`src/rtl/rf_text_cell_fetch.sv`:
```
// rf_text_cell_fetch: per-row text cell fetcher from screen RAM port B into an output FIFO.
// Build option RF_TEXT_FETCH_CURSOR_EN adds cursor compare that inverts bit 31 of the cursor cell.
//
// state | meaning
// IDLE  | waiting for start_i with non-zero cols_i
// FETCH | issuing row reads whenever FIFO credit allows
module rf_text_cell_fetch #(
    parameter  int TEXT_CELL_COUNT = 16384,
    parameter  int MAX_COLS        = 128,
    parameter  int FIFO_DEPTH      = 16,
    localparam int AWID            = $clog2(TEXT_CELL_COUNT),
    localparam int CW              = $clog2(MAX_COLS + 1)
) (
    input  logic            clk_i,
    input  logic            rst_ni,
    input  logic            start_i,
    input  logic [AWID-1:0] base_i,
    input  logic [CW-1:0]   cols_i,
`ifdef RF_TEXT_FETCH_CURSOR_EN
    input  logic [AWID-1:0] cursor_adr_i,
    input  logic            cursor_en_i,
`endif
    output logic            ram_cs_o,
    output logic [AWID-1:0] ram_adr_o,
    input  logic [31:0]     ram_dat_i,
    output logic [31:0]     cell_o,
    output logic            cell_valid_o,
    input  logic            cell_ready_i,
    output logic            busy_o,
    output logic            ovr_o
);

    localparam int PW   = $clog2(FIFO_DEPTH);
    localparam int CNTW = PW + 1;
    localparam int PNDW = CNTW + 1;

    typedef enum logic [0:0] {
        ST_IDLE  = 1'b0,
        ST_FETCH = 1'b1
    } state_t;

    state_t          state_q, state_d;
    logic [AWID-1:0] adr_q, adr_d;
    logic [CW-1:0]   rem_q, rem_d;
    logic            ram_cs_q, ram_cs_d;
    logic [AWID-1:0] ram_adr_q, ram_adr_d;
    logic            inflight_q, inflight_d;
    logic            ovr_q, ovr_d;
    logic [PW-1:0]   wr_ptr_q, wr_ptr_d;
    logic [PW-1:0]   rd_ptr_q, rd_ptr_d;
    logic [CNTW-1:0] count_q, count_d;
    logic [31:0]     mem_q [FIFO_DEPTH];

    logic            push;
    logic            pop;
    logic            not_empty;
    logic [31:0]     push_dat;
    logic [PNDW-1:0] pending;
    logic            issue_ok;

`ifdef RF_TEXT_FETCH_CURSOR_EN
    logic            cs_hit_q, cs_hit_d;
    logic            inf_hit_q, inf_hit_d;
`endif

    // A read is outstanding both while the request sits on the port and while its data
    // returns, so both stages are charged against FIFO space before issuing.
    always_comb begin
        pending  = PNDW'(count_q) + PNDW'(ram_cs_q) + PNDW'(inflight_q);
        issue_ok = (pending < PNDW'(FIFO_DEPTH));
    end

    always_comb begin
        state_d    = state_q;
        adr_d      = adr_q;
        rem_d      = rem_q;
        ram_cs_d   = 1'b0;
        ram_adr_d  = ram_adr_q;
        ovr_d      = ovr_q;
        inflight_d = ram_cs_q;
`ifdef RF_TEXT_FETCH_CURSOR_EN
        cs_hit_d   = 1'b0;
        inf_hit_d  = cs_hit_q;
`endif
        case (state_q)
            ST_IDLE: begin
                if (start_i && (cols_i != '0)) begin
                    adr_d   = base_i;
                    rem_d   = cols_i;
                    state_d = ST_FETCH;
                end
            end
            ST_FETCH: begin
                if (start_i) begin
                    ovr_d = 1'b1;
                end
                if (issue_ok) begin
                    ram_cs_d  = 1'b1;
                    ram_adr_d = adr_q;
                    adr_d     = adr_q + AWID'(1);
                    rem_d     = rem_q - CW'(1);
`ifdef RF_TEXT_FETCH_CURSOR_EN
                    cs_hit_d  = cursor_en_i && (adr_q == cursor_adr_i);
`endif
                    if (rem_q == CW'(1)) begin
                        state_d = ST_IDLE;
                    end
                end
            end
            default: state_d = ST_IDLE;
        endcase
    end

    always_comb begin
        not_empty = (count_q != '0);
        push      = inflight_q;
        pop       = not_empty && cell_ready_i;
`ifdef RF_TEXT_FETCH_CURSOR_EN
        push_dat  = ram_dat_i ^ {inf_hit_q, 31'b0};
`else
        push_dat  = ram_dat_i;
`endif
        wr_ptr_d  = push ? (wr_ptr_q + PW'(1)) : wr_ptr_q;
        rd_ptr_d  = pop  ? (rd_ptr_q + PW'(1)) : rd_ptr_q;
        case ({push, pop})
            2'b10:   count_d = count_q + CNTW'(1);
            2'b01:   count_d = count_q - CNTW'(1);
            default: count_d = count_q;
        endcase
    end

    always_ff @(posedge clk_i) begin
        if (!rst_ni) begin
            state_q    <= ST_IDLE;
            adr_q      <= '0;
            rem_q      <= '0;
            ram_cs_q   <= 1'b0;
            ram_adr_q  <= '0;
            inflight_q <= 1'b0;
            ovr_q      <= 1'b0;
            wr_ptr_q   <= '0;
            rd_ptr_q   <= '0;
            count_q    <= '0;
`ifdef RF_TEXT_FETCH_CURSOR_EN
            cs_hit_q   <= 1'b0;
            inf_hit_q  <= 1'b0;
`endif
        end else begin
            state_q    <= state_d;
            adr_q      <= adr_d;
            rem_q      <= rem_d;
            ram_cs_q   <= ram_cs_d;
            ram_adr_q  <= ram_adr_d;
            inflight_q <= inflight_d;
            ovr_q      <= ovr_d;
            wr_ptr_q   <= wr_ptr_d;
            rd_ptr_q   <= rd_ptr_d;
            count_q    <= count_d;
`ifdef RF_TEXT_FETCH_CURSOR_EN
            cs_hit_q   <= cs_hit_d;
            inf_hit_q  <= inf_hit_d;
`endif
        end
    end

    // Storage needs no reset: the count gates everything read out of it.
    always_ff @(posedge clk_i) begin
        if (push) begin
            mem_q[wr_ptr_q] <= push_dat;
        end
    end

    assign ram_cs_o     = ram_cs_q;
    assign ram_adr_o    = ram_adr_q;
    assign cell_valid_o = not_empty;
    assign cell_o       = not_empty ? mem_q[rd_ptr_q] : 32'h0;
    assign busy_o       = (state_q == ST_FETCH) | ram_cs_q | inflight_q | not_empty;
    assign ovr_o        = ovr_q;

endmodule

```
`config.mk`:
```
export PLATFORM = sky130hd
export DESIGN_NAME = rf_text_cell_fetch
export DESIGN_NICKNAME = d
export VERILOG_FILES = /design/src/rtl/rf_text_cell_fetch.sv
export SDC_FILE = /design/constraint.sdc
export NUM_CORES = 1
export LEC_CHECK = 0
export ABC_AREA = 1
export CORE_MARGIN = 2
export CORE_UTILIZATION = 45
export CTS_BUF_LIST = sky130_fd_sc_hd__clkbuf_16
export DETAILED_ROUTE_END_ITERATION = 16
export GPL_TIMING_DRIVEN = 0
export SLEW_MARGIN = 10
export SYNTH_ARGS = -nofsm -noshare
export SYNTH_HDL_FRONTEND = slang
export SYNTH_SLANG_ARGS = --single-unit
```
`constraint.sdc`:
```
create_clock -name clk_i -period 2.6 [get_ports clk_i]
set_input_delay 0.39 -clock clk_i [delete_from_list [all_inputs] [get_ports clk_i]]
set_output_delay 0.39 -clock clk_i [all_outputs]
set_load 0.1 [all_outputs]
```
==> results of run 1 <==
layout make-up:
cell class | count | area, um^2 | area share
plain buffers | 125 | 1340 | 0.0457
clock buffers | 59 | 1480 | 0.0502
clock inverters | 50 | 303 | 0.0103
inverters | 57 | 244 | 0.00830
multi-input cells | 1330 | 6430 | 0.219
flip-flops and latches | 569 | 16500 | 0.562
well taps | 680 | 851 | 0.0289
repair buffers | 143 | 2220 | 0.0757
flip-flops by register name (all words and copies together) (netlist names), named ones only:
name,count
ovr_o,1
inflight_q,1
ram_cs_o,1
adr_q,14
count_q,5
ram_adr_o,14
state_q,1
mem_q,512
wr_ptr_q,4
rem_q,8
rd_ptr_q,4
timing repair:
item | 4_1_cts | 5_1_grt
pin swaps | 31 | 27
cloned | 2 | 9
setup endpoints to repair | 38 | 36
resized for setup | 535 | 90
setup buffers | 2 | 2
final timing paths:
| check | startpoint | endpoint | slack, ns | depth (start not counted) |
|---|---|---|---|---|
| max | flip-flop | cell_o[24] | -0.17 | 6 |
| min | start_i | ovr_o | 0.43 | 3 |
| max reg2reg | count_q[3] | count_q[4] | 0.23 | 17 |
| min reg2reg | ram_adr_o[11] | ram_adr_o[11] | 0.45 | 2 |
worst reg2reg max path: stages, from the launching register on:
cell and delay [ns]:
dfxtp_1 0.33, inv_1 0.12, nand4_1 0.16, buf_12 0.18
nand2_1 0.14, inv_4 0.08, ha_1 0.18, clkbuf_2 0.16
xor2_1 0.20, ha_1 0.17, inv_1 0.04, nand2_1 0.09
nand3_1 0.11, nand2_1 0.08, nand2_1 0.05, nand2_1 0.05
nand2_1 0.05, a21oi_1 0.11
per-layer routing:
layer  wire [um]  vias up  global-route usage
li1            -     7727                   -
met5          12        -                   0
met4        2080        2              0.0857
met3        6940      148              0.0554
met2       34100      835               0.429
met1       28400     8267               0.351
logic make-up after synthesis:
logic type / Yosys count / share of synthesized area
buf+inv: 183 / 0.0355
compound gates: 193 / 0.0463
mux: 1 / 0.000428
simple gates: 1117 / 0.203
flops: 569 / 0.706
fa+ha+maj: 12 / 0.00642
xor+xnor: 7 / 0.00262
cells in the final DEF, fill, tap and decap left out, types with 2 or more instances in the layout:
cell type / synthesis / layout
nand2_1: 617 / 616
o21a_1: 33 / 30
clkbuf_1: 36 / 9
clkbuf_4: 0 / 13
inv_1: 52 / 61
nor3_1: 4 / 4
dfxtp_2: 0 / 3
o21bai_1: 2 / 2
xor2_1: 4 / 4
xnor2_1: 3 / 3
nand3_1: 410 / 389
edfxtp_1: 512 / 512
clkbuf_8: 0 / 3
buf_4: 14 / 25
dfxtp_1: 57 / 53
inv_2: 4 / 2
a21oi_1: 106 / 69
o21ai_0: 44 / 44
buf_2: 58 / 13
clkinv_1: 0 / 16
nand2_2: 3 / 4
o21a_2: 0 / 2
nor2_1: 73 / 57
nand4_1: 6 / 6
clkbuf_2: 1 / 8
buf_6: 2 / 16
clkinvlp_4: 0 / 2
nor2_4: 0 / 16
clkdlybuf4s50_1: 0 / 73
buf_1: 15 / 2
nand3_2: 1 / 22
buf_16: 0 / 13
ha_1: 12 / 12
buf_8: 0 / 16
clkinv_2: 1 / 20
clkbuf_16: 0 / 68
bufinv_16: 0 / 3
buf_12: 0 / 68
a21oi_2: 3 / 40
report_power, final:
part,internal [W],switching [W],leakage [nW],total [W]
registers,0.0102,0.000181,5.07,0.0103
logic,0.00547,0.0100,4.63,0.0155
clock network,0.00439,0.00357,0.922,0.00796
stage by stage:
step           setup WS, ns  setup TNS [ns]  area (um^2)
2_1_floorplan         0.158               0        23400
3_3_place_gp          -1.91         -877.02        25300
3_5_place_dp         -0.938          -29.44        25900
4_1_cts              -0.164           -4.75        28800
5_1_grt              -0.228           -6.29        29400
6_report             -0.170           -3.86        29400
==> impl_metrics.json, run 1 <==
{
  "first_iter_violations": 1804,
  "fmax_mhz": 361,
  "fin_skew_ns": 0.0143,
  "cts_made_buffers": 58,
  "ys_types": 35,
  "grt_pass1_wl_um": 104000,
  "cpPeakStageDelay_ns": 0.37,
  "synth.area.top_cells": "edfxtp_1 (66%), nand2_1 (9.9%), nand3_1 (8.8%)",
  "overflow": 0,
  "irDropWorstVdd_mv": 0.746,
  "fp.dieH_um": 232,
  "grt_max_degree": 21,
  "yosysSeqAreaShare": 0.706,
  "finalCritPeriodShare": 1.07,
  "critPathRequiredTime_ns": 2.21,
  "hold_path.class": "primary input to flip-flop",
  "hpwl_um": 44300,
  "period_minus_slack_ns": 2.77,
  "ys_seq_elements": 569,
  "setup_viol": 32,
  "grt_pass1_vias": 16600,
  "synth_top_area_cell": "edfxtp_1",
  "port_buffers": 107,
  "critPathKind": "flip-flop to output pin",
  "total_leakage_power_nw": 10.6,
  "ctsHoldBuffers": 0,
  "rsz0062_at_grt": "yes",
  "drive_gt1_frac": 0.156,
  "crit_buf_inv": 3,
  "final.setup.worst_slack_ns": -0.170,
  "route.detailed.drc": 0,
  "core_um2": 51400,
  "synth-edff-count": 512,
  "tritoncts": "built",
  "final_util": 0.572,
  "final_cell_count_no_fill": 3013,
  "clockBufferDepth": 3,
  "power_w": 0.0338,
  "cp_max_fo": 10,
  "placementRows": 83,
  "antenna_found_initial": 1,
  "end_kind": "output pin",
  "initial_core_util": 0.455,
  "timing.hold.ws_ns": 0.429,
  "syn_avg_cell_area_um2": 11.2,
  "htreeDepth": 2,
  "status": "finished with violations",
  "drtAntennaViolNets": 0,
  "clock-sinks": 569,
  "dp_cells": 2890,
  "crit_arrival_ns": 2.38,
  "path_clk_slew_ns": 0.06,
  "drt-pass1-iter-count": 5,
  "cp-start-kind": "flip-flop",
  "synth_nets": 2152,
  "syn_area_um2": 23400,
  "violations": "negative setup slack",
  "cts-root-buf": "clkbuf_16",
  "finalNetCount": 2354,
  "async_reset_ff_frac": 0,
  "diodes": 0,
  "yosysMostFrequentCell": "nand2_1",
  "synth_flop_cell": "edfxtp_1",
  "worstPathCellList": "inv_2, buf_2, nand3_1, a21oi_2, o21a_1, buf_12",
  "track_usage": 0.262,
  "finalHoldViolCount": 0,
  "synthCells": 2082,
  "vias": 17000,
  "slew_headroom": 0.324,
  "fillCellCount": 4192,
  "path_delay_family": "buffers and inverters",
  "area_growth_pct": 25.6,
  "worst_pin_slew_ns": 1.01,
  "dieArea_um2": 53800,
  "wl_per_cell_um": 23.7,
  "p_per_area_nw_per_um2": 1150,
  "gp_congestion": 0.844,
  "yosys_warnings": 0,
  "synth_top_cell_area_share": 0.657,
  "finalWirelength_um": 71500,
  "ys_top_cells_by_count": "nand2_1 (617), edfxtp_1 (512), nand3_1 (410), a21oi_1 (106), nor2_1 (73)",
  "crit_path_top_delay_cell": "buf_2",
  "worstSkewPairLatency_ns": 0.63,
  "max_cap_violations": 0,
  "die_w_um": 232,
  "maxSlewViolCount": 0,
  "vias_per_cell": 5.64,
  "pin_count": 108
}
No activity file was read; power rests on OpenSTA's default activity.
==> run 2: changes to the inputs <==
--- a/config.mk
+++ b/config.mk
@@ -6,6 +6,7 @@
 export NUM_CORES = 1
 export LEC_CHECK = 0
 export ABC_AREA = 1
+export ABC_CLOCK_PERIOD_IN_PS = 2600
 export CORE_MARGIN = 2
 export CORE_UTILIZATION = 45
 export CTS_BUF_LIST = sky130_fd_sc_hd__clkbuf_16
==> results of run 2 <==
No change in the layout: final DEF, timing and power equal those of run 1.
